[config.mk]
export PLATFORM = sky130hd
export DESIGN_NAME = instruction_fetch_unit_flat
export DESIGN_NICKNAME = d
export VERILOG_FILES = /design/src/rtl/instruction_fetch_unit_if.sv /design/src/rtl/instruction_fetch_unit.sv /design/src/flat_wrapper.sv
export SDC_FILE = /design/constraint.sdc
export NUM_CORES = 1
export LEC_CHECK = 0
export ABC_AREA = 1
export ABC_CLOCK_PERIOD_IN_PS = 6000
export CAP_MARGIN = 40
export CORE_AREA = 8 8 159 161
export CTS_BUF_LIST = sky130_fd_sc_hd__clkbuf_4
export CTS_CLUSTER_SIZE = 20
export DETAILED_ROUTE_END_ITERATION = 16
export DIE_AREA = 0 0 167 169
export GPL_ROUTABILITY_DRIVEN = 0
export PLACE_DENSITY = 0.72
export SKIP_CTS_REPAIR_TIMING = 1
export SLEW_MARGIN = 20
export SYNTH_ARGS = -nofsm -noshare
export SYNTH_HDL_FRONTEND = slang
export SYNTH_SLANG_ARGS = --single-unit
[constraint.sdc]
create_clock -name clk -period 6 [get_ports clk]
set_clock_uncertainty 0.15 [all_clocks]
set_input_delay 1.5 -clock clk [delete_from_list [all_inputs] [get_ports clk]]
set_output_delay 1.5 -clock clk [all_outputs]
set_load 0.01 [all_outputs]
[src/rtl/instruction_fetch_unit_if.sv]
// Instruction fetch unit bus bundle: instruction-memory request/response,
// redirect input from next-PC logic, and the decode-side instruction stream.
//
// Handshake semantics (all valid/ready pairs in this bundle):
//   A transfer happens on a rising clk edge where valid and ready are both 1.
//   Once valid is raised, the payload stays stable and valid stays high
//   until the transfer happens, unless a redirect or reset cancels it.
//   Ready may depend on valid, and valid never waits for ready.
//   imem_rsp_valid has no ready: memory returns exactly one word per
//   accepted request, in request order, at least one cycle later.
interface instruction_fetch_unit_if;
  logic        imem_req_valid;
  logic        imem_req_ready;
  logic [31:0] imem_req_addr;
  logic        imem_rsp_valid;
  logic [31:0] imem_rsp_data;
  logic        redirect_valid;
  logic [31:0] redirect_pc;
  logic        instr_valid;
  logic        instr_ready;
  logic [31:0] instr;
  logic [31:0] instr_pc;
  logic        misaligned_fault;

  // Fetch unit side
  modport master (
    output imem_req_valid,
    output imem_req_addr,
    input  imem_req_ready,
    input  imem_rsp_valid,
    input  imem_rsp_data,
    input  redirect_valid,
    input  redirect_pc,
    output instr_valid,
    output instr,
    output instr_pc,
    input  instr_ready,
    output misaligned_fault
  );

  // Environment side: instruction memory, next-PC logic and decode
  modport slave (
    input  imem_req_valid,
    input  imem_req_addr,
    output imem_req_ready,
    output imem_rsp_valid,
    output imem_rsp_data,
    output redirect_valid,
    output redirect_pc,
    input  instr_valid,
    input  instr,
    input  instr_pc,
    output instr_ready,
    input  misaligned_fault
  );
endinterface

[src/rtl/instruction_fetch_unit.sv]
// RV32I instruction fetch unit. Owns the PC, issues word fetches with a
// credit limit so the instruction FIFO can never overflow, tracks in-flight
// responses, and discards stale responses after a redirect via drop_cnt.
// state_dbg exposes the FSM state (0 = RUN, 1 = FAULT).
module instruction_fetch_unit #(
  parameter logic [31:0] RESET_PC   = 32'h0000_0000,
  parameter int          FIFO_DEPTH = 2
) (
  input  logic                     clk,
  input  logic                     rst_n,
  instruction_fetch_unit_if.master bus,
  output logic                     state_dbg
);

  localparam int CW = $clog2(FIFO_DEPTH) + 1;
  localparam int PW = $clog2(FIFO_DEPTH);
  localparam logic [CW:0]   DEPTH_WIDE = (CW + 1)'(FIFO_DEPTH);
  localparam logic [CW-1:0] DEPTH_CNT  = CW'(FIFO_DEPTH);

  typedef enum logic {
    ST_RUN   = 1'b0,
    ST_FAULT = 1'b1
  } state_e;

  state_e        state;
  logic          misaligned_q;

  logic [31:0]   pc;
  logic [31:0]   pc_rsp;
  logic [CW-1:0] outstanding;
  logic [CW-1:0] drop_cnt;

  logic [31:0]   fifo_instr [FIFO_DEPTH];
  logic [31:0]   fifo_pc    [FIFO_DEPTH];
  logic [PW-1:0] rd_ptr;
  logic [PW-1:0] wr_ptr;
  logic [CW-1:0] count;

  logic          req_valid;
  logic          req_fire;
  logic          rsp_acc;
  logic          rsp_drop;
  logic          push;
  logic          pop;
  logic          redir;
  logic          redir_bad;
  logic [31:0]   redir_tgt;
  logic [CW:0]   credit_used;

  // Redirect decode: the target is always word-aligned; low bits only flag a fault
  assign redir       = bus.redirect_valid;
  assign redir_bad   = (bus.redirect_pc[1:0] != 2'b00);
  assign redir_tgt   = {bus.redirect_pc[31:2], 2'b00};

  // Credit counts both buffered words and words still in memory, so every
  // accepted request is guaranteed a FIFO slot when its response returns
  assign credit_used = {1'b0, count} + {1'b0, outstanding};

  // rst_n gating keeps the request low while reset is asserted
  assign req_valid   = rst_n & (state == ST_RUN) & ~redir & (credit_used < DEPTH_WIDE);
  assign req_fire    = req_valid & bus.imem_req_ready;

  // Responses only count against requests that are actually outstanding;
  // anything arriving with outstanding==0 belongs to a pre-reset request
  assign rsp_acc     = bus.imem_rsp_valid & (outstanding != '0);
  assign rsp_drop    = rsp_acc & (drop_cnt != '0);
  assign push        = rsp_acc & (drop_cnt == '0) & ~redir;
  assign pop         = (count != '0) & bus.instr_ready & ~redir;

  assign bus.imem_req_valid   = req_valid;
  assign bus.imem_req_addr    = pc;
  assign bus.instr_valid      = (count != '0);
  assign bus.instr            = fifo_instr[rd_ptr];
  assign bus.instr_pc         = fifo_pc[rd_ptr];
  assign bus.misaligned_fault = misaligned_q;
  assign state_dbg            = (state == ST_FAULT);

  // FSM: any redirect picks the next state from its alignment; fault flag is sticky until then
  always_ff @(posedge clk or negedge rst_n) begin
    if (!rst_n) begin
      state        <= ST_RUN;
      misaligned_q <= 1'b0;
    end else if (redir) begin
      if (redir_bad) begin
        state        <= ST_FAULT;
        misaligned_q <= 1'b1;
      end else begin
        state        <= ST_RUN;
        misaligned_q <= 1'b0;
      end
    end
  end

  // PC, response PC and in-flight bookkeeping
  always_ff @(posedge clk or negedge rst_n) begin
    if (!rst_n) begin
      pc          <= RESET_PC;
      pc_rsp      <= RESET_PC;
      outstanding <= '0;
      drop_cnt    <= '0;
    end else if (redir) begin
      // No request fires this cycle, so only a returning response changes
      // the in-flight count; everything still in flight becomes stale
      pc          <= redir_tgt;
      pc_rsp      <= redir_tgt;
      outstanding <= outstanding - CW'(rsp_acc);
      drop_cnt    <= outstanding - CW'(rsp_acc);
    end else begin
      if (req_fire) begin
        pc <= pc + 32'd4;
      end
      outstanding <= outstanding + CW'(req_fire) - CW'(rsp_acc);
      if (rsp_drop) begin
        drop_cnt <= drop_cnt - CW'(1);
      end
      if (push) begin
        pc_rsp <= pc_rsp + 32'd4;
      end
    end
  end

  // Instruction FIFO: push accepted responses, pop on decode handshake, flush on redirect
  always_ff @(posedge clk or negedge rst_n) begin
    if (!rst_n) begin
      rd_ptr <= '0;
      wr_ptr <= '0;
      count  <= '0;
      for (int i = 0; i < FIFO_DEPTH; i++) begin
        fifo_instr[i] <= '0;
        fifo_pc[i]    <= '0;
      end
    end else if (redir) begin
      rd_ptr <= '0;
      wr_ptr <= '0;
      count  <= '0;
    end else begin
      if (push) begin
        fifo_instr[wr_ptr] <= bus.imem_rsp_data;
        fifo_pc[wr_ptr]    <= pc_rsp;
        wr_ptr             <= wr_ptr + PW'(1);
      end
      if (pop) begin
        rd_ptr <= rd_ptr + PW'(1);
      end
      case ({push, pop})
        2'b10:   count <= count + CW'(1);
        2'b01:   count <= count - CW'(1);
        default: count <= count;
      endcase
    end
  end

  // The credit limit makes a push into a full FIFO impossible
  a_no_overflow : assert property (@(posedge clk) disable iff (!rst_n)
    !(push && !pop && (count == DEPTH_CNT)));

  a_drop_bounded : assert property (@(posedge clk) disable iff (!rst_n)
    (drop_cnt <= DEPTH_CNT) && (outstanding <= DEPTH_CNT));

endmodule

[src/flat_wrapper.sv]
// flat-port wrapper written by rule: the top's interface ports become plain ports
module instruction_fetch_unit_flat 
#(
  parameter logic [31:0] RESET_PC   = 32'h0000_0000,
  parameter int          FIFO_DEPTH = 2
)
  (clk, rst_n, state_dbg, bus_imem_req_valid, bus_imem_req_addr, bus_imem_req_ready, bus_imem_rsp_valid, bus_imem_rsp_data, bus_redirect_valid, bus_redirect_pc, bus_instr_valid, bus_instr, bus_instr_pc, bus_instr_ready, bus_misaligned_fault);
  instruction_fetch_unit_if bus_i ();
  input  logic clk;
  input  logic rst_n;
  output logic state_dbg;
  output wire logic [$bits(bus_i.imem_req_valid)-1:0] bus_imem_req_valid;
  output wire logic [$bits(bus_i.imem_req_addr)-1:0] bus_imem_req_addr;
  input wire logic [$bits(bus_i.imem_req_ready)-1:0] bus_imem_req_ready;
  input wire logic [$bits(bus_i.imem_rsp_valid)-1:0] bus_imem_rsp_valid;
  input wire logic [$bits(bus_i.imem_rsp_data)-1:0] bus_imem_rsp_data;
  input wire logic [$bits(bus_i.redirect_valid)-1:0] bus_redirect_valid;
  input wire logic [$bits(bus_i.redirect_pc)-1:0] bus_redirect_pc;
  output wire logic [$bits(bus_i.instr_valid)-1:0] bus_instr_valid;
  output wire logic [$bits(bus_i.instr)-1:0] bus_instr;
  output wire logic [$bits(bus_i.instr_pc)-1:0] bus_instr_pc;
  input wire logic [$bits(bus_i.instr_ready)-1:0] bus_instr_ready;
  output wire logic [$bits(bus_i.misaligned_fault)-1:0] bus_misaligned_fault;
  assign bus_imem_req_valid = bus_i.imem_req_valid;
  assign bus_imem_req_addr = bus_i.imem_req_addr;
  assign bus_i.imem_req_ready = bus_imem_req_ready;
  assign bus_i.imem_rsp_valid = bus_imem_rsp_valid;
  assign bus_i.imem_rsp_data = bus_imem_rsp_data;
  assign bus_i.redirect_valid = bus_redirect_valid;
  assign bus_i.redirect_pc = bus_redirect_pc;
  assign bus_instr_valid = bus_i.instr_valid;
  assign bus_instr = bus_i.instr;
  assign bus_instr_pc = bus_i.instr_pc;
  assign bus_i.instr_ready = bus_instr_ready;
  assign bus_misaligned_fault = bus_i.misaligned_fault;
  instruction_fetch_unit #(.RESET_PC(RESET_PC), .FIFO_DEPTH(FIFO_DEPTH)) u_core (.clk(clk), .rst_n(rst_n), .bus(bus_i), .state_dbg(state_dbg));
endmodule
==> flow_summary.json <==
{
  "netSwitchingFraction": 0.392,
  "row_count": 56,
  "floorplan.io_pins": 170,
  "setup_viol": 0,
  "synth.cell_area_mm2": 0.0101,
  "status": "finished clean",
  "number_of_antenna_violations_at_the_first_check_in_global_routing": 1,
  "drt_first_iter_violations": 889,
  "grt_overflow": 0,
  "reg2reg_depth": 8,
  "totalPowerFinal_mw": 4.63,
  "worst_slack_at_placement_ns": 1.40,
  "drive_above_1_share": 0.0541,
  "detailroute.via_count": 9083,
  "synth_top_cell_by_area": "sky130_fd_sc_hd__dfrtp_1",
  "viasPerCell": 5.02,
  "final_net_count": 1580,
  "pwr-share-clk": 0.151,
  "p_switching_mw": 1.82,
  "routed_wire_length_per_instance_um": 15.1,
  "setup.worst_path.class": "in -> out",
  "drv_slew": 0,
  "finalWorstPathRequiredPeriod_ns": 4.60,
  "terminating_pin_of_the_worst_hold_path": "u_core.fifo_pc[34]",
  "wl_um": 27300,
  "power_leakage_nw": 6.00,
  "clock_tree.htree_level_count": 4,
  "worstSetupStartpointType": "input pin",
  "post-route-worst-setup-slack_ns": 1.40,
  "max-cap-violations": 0,
  "grt_usage": 0.196,
  "global_route_wire_length_before_repair_um": 44800,
  "fin_area_mm2": 0.0122,
  "worst_slew_pin_slew_ns": 0.711,
  "buffer_ports.inserted": 165,
  "synth_warnings": 0,
  "internal_power_mw": 2.81,
  "tritoncts.num_buffers": 17,
  "setup_tns_ns": 0,
  "hp-start": "u_core.fifo_pc[34]",
  "combinationalPowerShare": 0.407,
  "holdPathStages": 2,
  "cts_sinks": 193,
  "postRouteAntennaNets": 0,
  "dp.cells": 1774,
  "biggest_area_contributors_in_the_synthesized_netlist": "sky130_fd_sc_hd__dfrtp_1, sky130_fd_sc_hd__nand2_1, sky130_fd_sc_hd__o21ai_0",
  "die_h_um": 169,
  "die-area_mm2": 0.0282,
  "clock_tree.buffer_depth": 2,
  "cellPowerDensity_mw_per_mm2": 378,
  "grt_start_max_net_pins": 68,
  "fin_crit_sh": 0.767,
  "synth-seq-cells": 193,
  "instances_no_fill": 1808,
  "data_required_time_of_the_worst_path_ns": 4.35,
  "hpwl_um": 19600,
  "mean_post_synth_cell_area_um2": 7.42,
  "synth_top_cell_area_share": 0.477,
  "post_dp_area_mm2": 0.0119,
  "pwr-share-seq": 0.442,
  "ff2ff_setup_slack_ns": 3.57,
  "hold_viol": 0,
  "yosysSeqAreaShare": 0.477,
  "hold_class": "reg -> reg",
  "fin_hold_ws_ns": 0.352,
  "timing.slew.headroom": 0.526,
  "worstSetupEndpointType": "output port",
  "clockRootBuffer": "sky130_fd_sc_hd__clkbuf_4",
  "post_route_utilization": 0.534,
  "tritoncts": "done",
  "clock_insertion_delay_worst_skew_ns": 0.59,
  "grt_setup_unrepaired": "no",
  "reg2reg_to": "u_core.fifo_instr[7]",
  "route.detailed.drc": 0,
  "fmax_mhz": 217,
  "crit_arrival_ns": 2.95,
  "postSynthCellCount": 1363,
  "x_dimension_of_the_die_um": 167,
  "synth.lib_cells_used.distinct": 38,
  "power.ir.vdd_worst_v": 0.000173,
  "via_count_of_the_first_global_routing_pass": 8702,
  "cts.reportedPaths.clkPinSlew_ns": 0.16,
  "fp.coreArea_mm2": 0.0229,
  "growth_of_design_area_from_synthesis_to_finish_pct": 21.0,
  "timing.critical_path.fanout_max": 58,
  "detailedRoute.firstPassIterationCount": 5,
  "starting_density": 0.441,
  "critical_path.reg2reg.startpoint": "u_core.drop_cnt[0]"
}
==> registers in the layout, indices dropped and copies added (netlist names) <==
name                      count
u_core.bus.imem_req_addr     30
u_core.count                  2
u_core.drop_cnt               2
u_core.fifo_instr            64
u_core.fifo_pc               60
u_core.outstanding            2
u_core.pc_rsp                30
u_core.rd_ptr                 1
u_core.state_dbg              1
u_core.wr_ptr                 1
==> layout by cell type, fill, tap and decap left out, drive strengths merged, types with 2 or more instances in the layout <==
cell / instances
nand4: 8
nand3: 57
clkbuf: 19
and2: 2
clkdlybuf4s50: 163
a31oi: 3
xnor2: 8
inv: 143
dfrtp: 193
nand2: 576
a21oi: 14
xor2: 22
o211ai: 11
conb: 4
ha: 5
o221ai: 4
nor3: 3
clkinv: 8
o21ai: 160
nor2: 97
buf: 13
==> layer usage <==
metal  GRT usage  vias up  routed length [µm]
met1       0.276     4181               12900
met4      0.0443        0                 357
met3      0.0559       24                2400
met2       0.292      356               11600
li1            -     4522                   -
met5           0        -                   0
==> power groups by stage <==
| stage | combinational, mW | clock [mW] | sequential [mW] |
|---|---|---|---|
| after CTS | 1.91 | 0.719 | 2.04 |
| after global routing | 2.13 | 0.767 | 2.11 |
| after floorplan | 1.05 | 0 | 2.01 |
| after global placement | 1.83 | 0 | 2.05 |
| final | 1.88 | 0.698 | 2.04 |
| after detailed placement | 1.90 | 0 | 2.07 |
==> synthesized netlist by cell type, drive strengths merged <==
library cell	instances
a31oi	3
inv	137
nand4	8
a21oi	14
clkbuf	28
nand2	576
fa	1
nand3	57
o21bai	1
nor3	3
buf	30
nor2	97
and2	2
dfrtp	193
o21ai	160
ha	5
conb	1
xor2	22
xnor2	8
o211ai	11
and3	1
nand3b	1
o221ai	4
==> kinds of logic (layout without fill, tap and decap cells) <==
kind of cell	count (synthesis)	after routing	share of synthesized area
AND/OR/NAND/NOR	745	745	0.300
buffers and inverters	195	346	0.0867
AO/OA/AOI/OAI	193	193	0.101
flip-flops	193	193	0.477
XOR/XNOR	30	30	0.0260
adder cells (fa/ha/maj)	6	6	0.00816
other	1	5	0.000371
==> worst max-delay path: stages <==
cell and delay (ns):
sky130_fd_sc_hd__clkbuf_8 0.40, sky130_fd_sc_hd__inv_1 0.10, sky130_fd_sc_hd__nor2_1 0.18, sky130_fd_sc_hd__nand3_2 0.11, sky130_fd_sc_hd__inv_2 0.09, sky130_fd_sc_hd__clkdlybuf4s50_1 0.54
==> cell type report <==
class / count / area, µm²
Inverter: 137 / 517
Fill cell: 2137 / 10700
Clock buffer: 18 / 135
Clock inverter: 14 / 148
Timing Repair Buffer: 177 / 1820
Sequential cell: 193 / 4830
Antenna cell: 1 / 2.50
Tap cell: 290 / 363
Multi-Input combinational cell: 978 / 4420
==> worst max-delay path by stage <==
| stage | cells past startpoint | end | startpoint |
|---|---|---|---|
| detailed placement | 6 | bus_imem_req_valid | rst_n |
| global route | 6 | bus_imem_req_valid | rst_n |
| CTS | 6 | bus_imem_req_valid | rst_n |
| finish | 6 | bus_imem_req_valid | rst_n |
| global placement | 6 | bus_imem_req_valid | rst_n |
| floorplan | 4 | bus_imem_req_valid | bus_redirect_valid |
Note: power is estimated with default switching activity, not from simulation.
